==> config.mk <==
export PLATFORM = sky130hd
export DESIGN_NAME = mio_vram_engine
export DESIGN_NICKNAME = d
export VERILOG_FILES = /design/src/rtl/mio_vram_engine.sv
export SDC_FILE = /design/constraint.sdc
export NUM_CORES = 1
export LEC_CHECK = 0
export ABC_AREA = 1
export CAP_MARGIN = 20
export CORE_ASPECT_RATIO = 1.2
export CORE_UTILIZATION = 64
export DETAILED_ROUTE_END_ITERATION = 7
export DONT_BUFFER_PORTS = 1
export MAX_ROUTING_LAYER = met4
export PLACE_DENSITY = 0.84
export SYNTH_ARGS = -nofsm -noshare
export SYNTH_HDL_FRONTEND = slang
export SYNTH_SLANG_ARGS = --single-unit
==> constraint.sdc <==
create_clock -name clk -period 1.66 [get_ports clk]
set_clock_uncertainty 0.05 [all_clocks]
set_input_delay 0.249 -clock clk [delete_from_list [all_inputs] [get_ports clk]]
set_output_delay 0.249 -clock clk [all_outputs]
set_load 0.01 [all_outputs]
==> src/rtl/mio_vram_engine.sv <==
// VRAM write-port arbiter with a fill/copy block engine.
// The CPU always owns the write port when it writes; the engine fills the
// idle slots. Copies read one cell at a time through a synchronous read port.
module mio_vram_engine #(
   parameter int AW    = 13,
   parameter int DW    = 7,
   parameter int CELLS = 4800
) (
   input  logic          clk,
   input  logic          clrn,
   input  logic          cpu_we,
   input  logic [AW-1:0] cpu_addr,
   input  logic [DW-1:0] cpu_data,
   input  logic          cmd_valid,
   output logic          cmd_ready,
   input  logic          cmd_op,
   input  logic [AW-1:0] cmd_dst,
   input  logic [AW-1:0] cmd_src,
   input  logic [AW-1:0] cmd_len,
   input  logic [DW-1:0] cmd_char,
   output logic          vram_we,
   output logic [AW-1:0] vram_waddr,
   output logic [DW-1:0] vram_wdata,
   output logic [AW-1:0] vram_raddr,
   input  logic [DW-1:0] vram_rdata,
   output logic          busy,
   output logic          done
);

   typedef enum logic [2:0] {S_IDLE, S_FILL, S_RD, S_CAP, S_WR, S_FIN} state_t;

   localparam logic [AW-1:0] LAST = AW'(CELLS - 1);
   localparam logic [AW-1:0] ONE  = AW'(1);

   state_t        state_q, state_d;
   logic [AW-1:0] dst_q, dst_d;
   logic [AW-1:0] src_q, src_d;
   logic [AW-1:0] rem_q, rem_d;
   logic [DW-1:0] char_q, char_d;
   logic [DW-1:0] hold_q, hold_d;
   logic          busy_q, busy_d;
   logic          done_q, done_d;
   logic          we_q, we_d;
   logic [AW-1:0] waddr_q, waddr_d;
   logic [DW-1:0] wdata_q, wdata_d;

   logic          eng_req;
   logic          eng_grant;
   logic [AW-1:0] eng_addr;
   logic [DW-1:0] eng_data;

   // Address increment that wraps at the end of the text screen.
   function automatic logic [AW-1:0] wrap_inc(input logic [AW-1:0] a);
      return (a == LAST) ? '0 : a + ONE;
   endfunction

   // Engine write request for the current state; a blocked write is simply
   // re-requested with the same address/data in the following cycle.
   always_comb begin
      eng_req  = 1'b0;
      eng_addr = dst_q;
      eng_data = char_q;
      case (state_q)
         S_FILL: eng_req = 1'b1;
         S_CAP: begin
            eng_req  = 1'b1;
            eng_data = vram_rdata;
         end
         S_WR: begin
            eng_req  = 1'b1;
            eng_data = hold_q;
         end
         default: ;
      endcase
   end

   assign eng_grant = eng_req & ~cpu_we;

   // Write-port arbitration: CPU first, then engine, else idle.
   always_comb begin
      we_d    = 1'b0;
      waddr_d = waddr_q;
      wdata_d = wdata_q;
      if (cpu_we) begin
         we_d    = 1'b1;
         waddr_d = cpu_addr;
         wdata_d = cpu_data;
      end else if (eng_req) begin
         we_d    = 1'b1;
         waddr_d = eng_addr;
         wdata_d = eng_data;
      end
   end

   // Engine sequencing: command capture, fill loop, read/capture/write copy loop.
   always_comb begin
      state_d = state_q;
      dst_d   = dst_q;
      src_d   = src_q;
      rem_d   = rem_q;
      char_d  = char_q;
      hold_d  = hold_q;
      case (state_q)
         S_IDLE: begin
            if (cmd_valid) begin
               dst_d  = cmd_dst;
               src_d  = cmd_src;
               rem_d  = cmd_len;
               char_d = cmd_char;
               if (cmd_len == '0)
                  state_d = S_FIN;
               else if (cmd_op)
                  state_d = S_RD;
               else
                  state_d = S_FILL;
            end
         end
         S_FILL: begin
            if (eng_grant) begin
               dst_d = wrap_inc(dst_q);
               rem_d = rem_q - ONE;
               if (rem_q == ONE)
                  state_d = S_FIN;
            end
         end
         S_RD: state_d = S_CAP;
         S_CAP, S_WR: begin
            // Read data is only valid in CAP, so keep a copy for retries.
            if (state_q == S_CAP)
               hold_d = vram_rdata;
            if (eng_grant) begin
               src_d   = wrap_inc(src_q);
               dst_d   = wrap_inc(dst_q);
               rem_d   = rem_q - ONE;
               state_d = (rem_q == ONE) ? S_FIN : S_RD;
            end else begin
               state_d = S_WR;
            end
         end
         S_FIN:   state_d = S_IDLE;
         default: state_d = S_IDLE;
      endcase
   end

   assign busy_d = (state_d != S_IDLE);
   assign done_d = (state_q == S_FIN);

   // State and output registers; reset aborts any operation in flight.
   always_ff @(posedge clk or negedge clrn) begin
      if (!clrn) begin
         state_q <= S_IDLE;
         dst_q   <= '0;
         src_q   <= '0;
         rem_q   <= '0;
         char_q  <= '0;
         hold_q  <= '0;
         busy_q  <= 1'b0;
         done_q  <= 1'b0;
         we_q    <= 1'b0;
         waddr_q <= '0;
         wdata_q <= '0;
      end else begin
         state_q <= state_d;
         dst_q   <= dst_d;
         src_q   <= src_d;
         rem_q   <= rem_d;
         char_q  <= char_d;
         hold_q  <= hold_d;
         busy_q  <= busy_d;
         done_q  <= done_d;
         we_q    <= we_d;
         waddr_q <= waddr_d;
         wdata_q <= wdata_d;
      end
   end

   assign cmd_ready  = (state_q == S_IDLE);
   assign busy       = busy_q;
   assign done       = done_q;
   assign vram_we    = we_q;
   assign vram_waddr = waddr_q;
   assign vram_wdata = wdata_q;
   assign vram_raddr = src_q;

endmodule

# Word-level counts from Yosys, hierarchy flattened
# Cells that the tools add are included.
# classes
reduce_logical	12
add_sub_neg	3
n_eq_ne	11
n_bitwise	2
n_mux	27
# ops
operator	n
13-bit two-way mux	10
13-bit one-hot mux with 2 select lines	3
13-bit by 1-bit adder with 13-bit output, second input constant	2
13-bit == test, second input constant	2
3-bit two-way mux	6
7-bit two-way mux	2
7-bit one-hot mux with 2 select lines	1
13-bit by 1-bit == test with 1-bit output, second input constant	1
13-bit zero test	1
13-bit by 1-bit subtractor with 13-bit output, second input constant	1
3-bit one-hot mux with 4 select lines	1
3-bit by 2-bit == test with 1-bit output, second input constant	2
3-bit == test, second input constant	2
3-bit AND reduction	2
2-bit nonzero test	3
2-bit != test, second input constant	2
2-bit AND reduction	2
3-bit by 1-bit == test with 1-bit output, second input constant	1
3-bit zero test	1
1-bit two-way mux	3
3-bit nonzero test	1
3-bit OR reduction	1
2-bit two-way mux	1
2-bit by 1-bit != test with 1-bit output, second input constant	1
other kinds (3)	3
# totals
out_inout_bits	37
wordCells	66
reg_bits	79
inputBits	78

# Logic depth before layout (Yosys ltp)
# Gate-level depths: netlist of the first run.
# logic_depth
word_depth	7
ltp_mapped	10
mapped_depth_nobuf	10

# Least setup slack after synthesis of the first run
# OpenSTA, ideal clock, no wires.
# synth_path
kind	register to register
from	register state_q[1]
to	register char_q[5]
setup_ns	0.125
stages_incl_launch_ff	5
arrival_ns	1.482
setup_slack_ns	0.004
cell_sequence	dfrtp_1 nor3_1 nand2_2 buf_2 mux2_2
# synth_via
elab_chain_cells	2
# synth_rtl
element	line	text
start, declared	35	state_t state_q, state_d;
start signal, assigned	163	state_q <= state_d;
3-bit zero test	n/a	
via cmd_ready	15	output logic cmd_ready,
2-bit AND reduction (no line)	n/a	
end signal, assigned	167	char_q <= char_d;
end, declared	39	logic [DW-1:0] char_q, char_d;
# The timed path passes the listed nets, and every way through them passes these cells.
# A chain may end at the register's enable or synchronous reset.

# Worst setup path in the final report of the first run
# layout_path
from	register state_q[1]
to	register dst_q[5]
# layout_via
elab_chain_cells	6
# layout_rtl
element	line	text
3-bit by 2-bit == test with 1-bit output, or another cell as far along	63, 103	
3-bit OR reduction (no line)	n/a	
1-bit two-way mux	63	case (state_q)
1-bit bitwise AND	77	assign eng_grant = eng_req & ~cpu_we;
2-bit by 1-bit != test with 1-bit output (no line)	n/a	
3-bit AND reduction (no line)	n/a	
end signal, assigned	164	dst_q <= dst_d;
end, declared	36	logic [AW-1:0] dst_q, dst_d;
# Several ways; a longest one is shown, not always the timed one.

==> results of run 1 <==
==> cell usage in the layout (no fill, tap or decap), drive strengths merged, types with 12 or more instances in the layout <==
master       Yosys  layout
a21oi           28      28
buf             17      52
clkbuf           3      12
dfrtp           79      79
dlygate4sd3      0      30
inv             63      69
nand2          249     249
nand3           46      46
nor2            96      96
o211ai          17      17
o21ai           36      36
==> routing by layer <==
metal	up-vias	global-route usage, %	routed length, µm
li1	2318	-	-
met1	2431	40.56	5240
met2	338	62.75	7565
met3	94	7.656	1254
met4	0	17.41	785
met5	-	-	0
==> timing repair <==
item	4_1_cts	5_1_grt
setup endpoints to repair	33	59
gates cloned	0	3
pin swaps	0	5
setup buffers	0	10
resized for setup	6	51
endpoints found under the hold margin	108	79
==> power by group <==
group	switching (mW)	internal, mW
sequential	1.03	2.88
combinational	4.21	2.97
clock	0.862	0.596
total	6.10	6.45
==> state kept, by name, summed over array words and instances (netlist names) <==
name,flops
done,1
state_q,3
vram_we,1
vram_wdata,7
vram_waddr,13
vram_raddr,13
dst_q,13
rem_q,13
busy,1
hold_q,7
char_q,7
==> worst register-to-register path: stages, from the launching register on <==
cell	delay, ns
dfrtp_2	0.48
nand3b_1	0.30
nand3_4	0.17
nand2_1	0.09
nand2_2	0.11
clkinv_4	0.10
buf_6	0.15
nand2_1	0.09
nor2_2	0.05
nor2_1	0.10
==> worst min-delay path by stage <==
stage	depth (start not counted)	to	slack (ns)	startpoint
floorplan	0	busy	-0.1	clrn
global placement	0	vram_wdata[6]	-0.1	clrn
detailed placement	0	vram_wdata[6]	-0.1	clrn
CTS	0	vram_wdata[6]	-0.50	clrn
global route	0	vram_wdata[6]	-0.52	clrn
finish	0	vram_wdata[6]	-0.51	clrn
==> cell families (layout without fill, tap and decap cells) <==
family / Yosys count / after routing / synth area share, %
mux: 7 / 7 / 1.687
buf+inv: 83 / 164 / 7.579
flops: 79 / 79 / 42.31
fa+ha+maj: 4 / 4 / 1.071
xor+xnor: 6 / 6 / 1.125
compound gates: 88 / 88 / 10.71
simple gates: 408 / 408 / 35.51
==> layout make-up <==
type | count | share of cell area (%)
Clock inverter | 7 | 1.177
Inverter | 63 | 4.431
Clock buffer | 9 | 2.119
Tap cell | 87 | 1.862
Multi-Input combinational cell | 513 | 42.19
Timing Repair Buffer | 85 | 14.32
Sequential cell | 79 | 33.90
==> metrics by stage <==
step / instances / TNS [ns] / worst slack [ns] / power [mW]
after floorplan: 675 / 0 / 0.003525 / 7.772
after global placement: 784 / 0 / 0.01056 / 9.319
after detailed placement: 784 / -0.3497 / -0.06986 / 9.592
after CTS: 830 / 0 / 0.01142 / 11.18
after global routing: 843 / -5.934 / -0.2070 / 13.43
final: 843 / -1.951 / -0.1017 / 12.56
==> metrics.cfg, run 1 <==
[critical_path]
path_class = reg -> reg
cp-endpoint = dst_q[5]
required_ns = 1.91
r2r-start = state_q[1]
start_kind = flop
crit_path_start = state_q[1]
crit_chain = nand3b_1 -> nand3_4 -> nand2_1 -> nand2_2 -> clkinv_4 -> buf_6 -> nand2_1 -> nor2_2 -> nor2_1
r2r_cells = 9
cp_max_fo = 10
endpoint_kind = flop
critPathSlowestCell = dfrtp_2
rrSetupSlack_ns = -0.10
crit_top_cell = nand2_1
cpPeakStageDelay_ns = 0.48
cp.depth = 9
cp.arrival_ns = 2.01
cp.buffers_inverters = 2
critPathTopFamily = simple AND/OR/NAND/NOR gates
r2r-end = dst_q[5]

[logic_synthesis]
ys_warn_count = 0
syn_inst = 675
synthTopCellsByCount = nand2_1, nor2_1, dfrtp_1
synth-seq-cells = 79
synth_area_leaders = dfrtp_1, nand2_1, nor2_1
ys_types = 27
syn-cell-area_um2 = 4672
async_flop_share_pct = 100.0
yosysTopAreaCell = dfrtp_1
synth_ff_type = dfrtp_1
avgSynthCellArea_um2 = 6.921
ys_seq_area_share_pct = 42.31
yosysMostFrequentCell = nand2_1
syn_nets = 757
synth_top_area_share_pct = 42.31
synth_edf_count = 0

[routing]
routed_wl_um = 14850
wl_per_cell_um = 17.61
vias = 5181
route.antenna.remaining_nets = 0
via_per_inst = 6.146
drc_errors = 0
drt_pass1_iterations = 5
drtIter0Drc = 539

[clock_tree]
root_buffer = clkbuf_8
cts.path.max_buffers = 2
cts_made_buffers = 9
cts_tree = done
clk_latency_ns = 0.37
cts.sinks = 79
clkTransAtPathRegs_ns = 0.11
h-tree-depth = 3
hold_buffers = 30

[final_layout]
final_area_um2 = 5846
fillers = 413
multi_input_area_um2 = 2466
nNetsFinal = 833
drive_above_1_share_pct = 15.87
regArea_um2 = 1982
antennaDiodeCount = 0
syn_to_final_growth_pct = 25.12
final_core_util_pct = 84.27

[min_path]
min_path_type = in -> async

[grt]
grt_max_degree = 80
grt_pass1_wl_um = 20800
overflow = 0
gr-usage-all-layers_pct = 36.60
antenna_found_initial = 0
first_global_vias = 4609

[pwr]
leakage_nw = 2.897
irDropWorstVdd_v = 0.001337
p_per_area_nw_per_um2 = 2148

[timing]
setup_slack_ns = -0.1017
rsz0062_at_grt = yes
slew_viol_final = 0
finalCriticalPeriod_ns = 1.762
worstMarginPinSlew_ns = 0.7209
finalCritPeriodShare_pct = 106.1
maxSlewHeadroom_pct = 51.78
max_freq_mhz = 567.6
whs_ns = -0.5075
final-setup-viol-count = 50
hold_viol_final = 79

[die]
die_w_um = 80.00
rows = 33
ios = 115
initial_core_util_pct = 67.35
core_um2 = 6937
dieArea_um2 = 7647
die_h_um = 95.60

[place]
dpl_cell_area_um2 = 5019
place_congestion = 0.9339
place_hpwl_um = 8704
numPortBuffers = 0

[status]
violations = negative hold slack, negative setup slack
status = finished, violations left

[flow_run]
cap_viol_max_count = 0

Note: power is estimated with default switching activity, not from simulation.
==> run 2: changes to the inputs <==
CORE_UTILIZATION = 65   (was 64)
PLACE_DENSITY = 0.85   (was 0.84)
clock period = 2.2 ns   (was 1.66 ns; I/O delays follow)
==> run 2 against run 1 <==
  * The flow now finishes without violations
  * Count of clock-buffer cells in the layout is the same
  * Worst hold slack gained 0.56 ns
  * Total power shrank 37%
  * Sequential share of layout area grew 6.0 points
  * Largest power group unchanged
==> metrics.cfg, run 2 (synthesized netlist as in run 1, its figures left out) <==
[grt]
first_global_vias = 4170
gr-usage-all-layers_pct = 33.54
grt_pass1_wl_um = 18910
grt_max_degree = 80
overflow = 0
antenna_found_initial = 0

[critical_path]
crit_chain = nor2_1 -> nand2_1 -> nand3_1 -> inv_4 -> nor2_2 -> nand3_1 -> a21oi_1
start_kind = flop
required_ns = 2.43
path_class = reg -> reg
endpoint_kind = flop
critPathSlowestCell = dfrtp_1
crit_path_start = state_q[1]
cp.buffers_inverters = 1
r2r-start = state_q[1]
cpPeakStageDelay_ns = 0.44
r2r_cells = 7
cp.arrival_ns = 2.14
critPathTopFamily = simple AND/OR/NAND/NOR gates
rrSetupSlack_ns = 0.29
crit_top_cell = nand3_1
r2r-end = dst_q[7]
cp_max_fo = 25

[die]
rows = 33
dieArea_um2 = 7532
die_w_um = 79.40
ios = 115
die_h_um = 94.87
initial_core_util_pct = 67.76
core_um2 = 6895

[flow_run]
cap_viol_max_count = 0

[pwr]
p_per_area_nw_per_um2 = 1595
irDropWorstVdd_v = 0.0008491
leakage_nw = 2.480

[min_path]
holdPathStages = 2
holdPathEnd = vram_waddr[2]
min_from = cpu_we
min_path_type = in -> reg

[final_layout]
nNetsFinal = 756
layout_commonest_cell = nand2_1
antennaDiodeCount = 0
final_core_util_pct = 71.84
mostFrequentLayoutCells = nand2_1, nor2_1, dfrtp_1, inv_1, nand3_1
drive_above_1_share_pct = 6.775
syn_to_final_growth_pct = 6.026
fillers = 577

[routing]
vias = 4406
drtIter0Drc = 342
routed_wl_um = 11540
drc_errors = 0
route.antenna.remaining_nets = 0
drt_pass1_iterations = 5
wl_per_cell_um = 15.06
via_per_inst = 5.752

[status]
status = completed

[place]
numPortBuffers = 0
place_congestion = 0.9522
place_hpwl_um = 8325

[timing]
maxSlewHeadroom_pct = 68.13
final-setup-viol-count = 0
finalCritPeriodShare_pct = 86.65
hold_viol_final = 0
slew_viol_final = 0
max_freq_mhz = 524.6
rsz0062_at_grt = no
setup_tns_ns = 0
finalCriticalPeriod_ns = 1.906
worstMarginPinSlew_ns = 0.4769

[clock_tree]
h-tree-depth = 3
cts_made_buffers = 9
postCtsSetupBuffers = 0
clkTransAtPathRegs_ns = 0.09
clk_latency_ns = 0.35
cts.path.max_buffers = 2
cts.sinks = 79
cts_tree = done
root_buffer = clkbuf_8

-- run 2: cell count changes in the layout (fill, tap and decap cells not counted), moves of 5 or more --
cell	before	now
nor2_1	86	93
buf_4	40	6
nor2_4	5	0
buf_6	9	0
dlygate4sd3_1	30	1
-- run 2: how the worst max path moves through the flow --
stage | to | slack (ns) | depth (start not counted)
floorplan | char_q[5] | 0.54 | 4
global placement | dst_q[5] | 0.37 | 9
detailed placement | rem_q[5] | 0.26 | 9
CTS | rem_q[5] | 0.24 | 9
global route | dst_q[9] | 0.07 | 8
finish | dst_q[7] | 0.29 | 7
-- run 2: timing repair --
item | CTS | global route
resized for setup | 0 | 2
setup endpoints to repair | 0 | 8
endpoints found under the hold margin | 79 | 79
-- run 2: report_power, final --
group	internal, mW	total, mW	switching (mW)
Clock	0.539	1.13	0.595
Combinational	1.28	3.72	2.44
Sequential	2.17	3.05	0.878
-- run 2: per-layer routing --
metal	track usage, %	wire (µm)
met5	-	0
met4	16.52	306
met3	5.700	644
met2	56.82	5866
met1	38.30	4717
-- run 2: final cells by class --
type	count	area (µm²)	area share, %
Sequential cell	79	1977	39.91
Tap cell	87	108.9	2.198
Multi-Input combinational cell	513	2341	47.26
Clock inverter	7	78.83	1.591
Inverter	63	241.5	4.875
Clock buffer	9	123.9	2.501
Timing Repair Buffer	8	82.58	1.667
-- run 2: worst register-to-register path, cell delays in order (launching register included) --
cell,delay (ns)
dfrtp_1,0.44
nor2_1,0.16
nand2_1,0.14
nand3_1,0.27
inv_4,0.17
nor2_2,0.30
nand3_1,0.16
a21oi_1,0.15
-- run 2: stage by stage --
stage	instance area, µm²	setup WS [ns]	hold WS (ns)	power (mW)	cells
floorplan	4672	0.5435	-0.01559	5.865	675
global placement	4711	0.3694	-0.01405	6.537	748
detailed placement	4711	0.2586	-0.01407	6.712	748
CTS	4913	0.2426	-0.4109	7.855	764
global route	4954	0.07277	0.04597	8.617	766
finish	4954	0.2936	0.04955	7.899	766
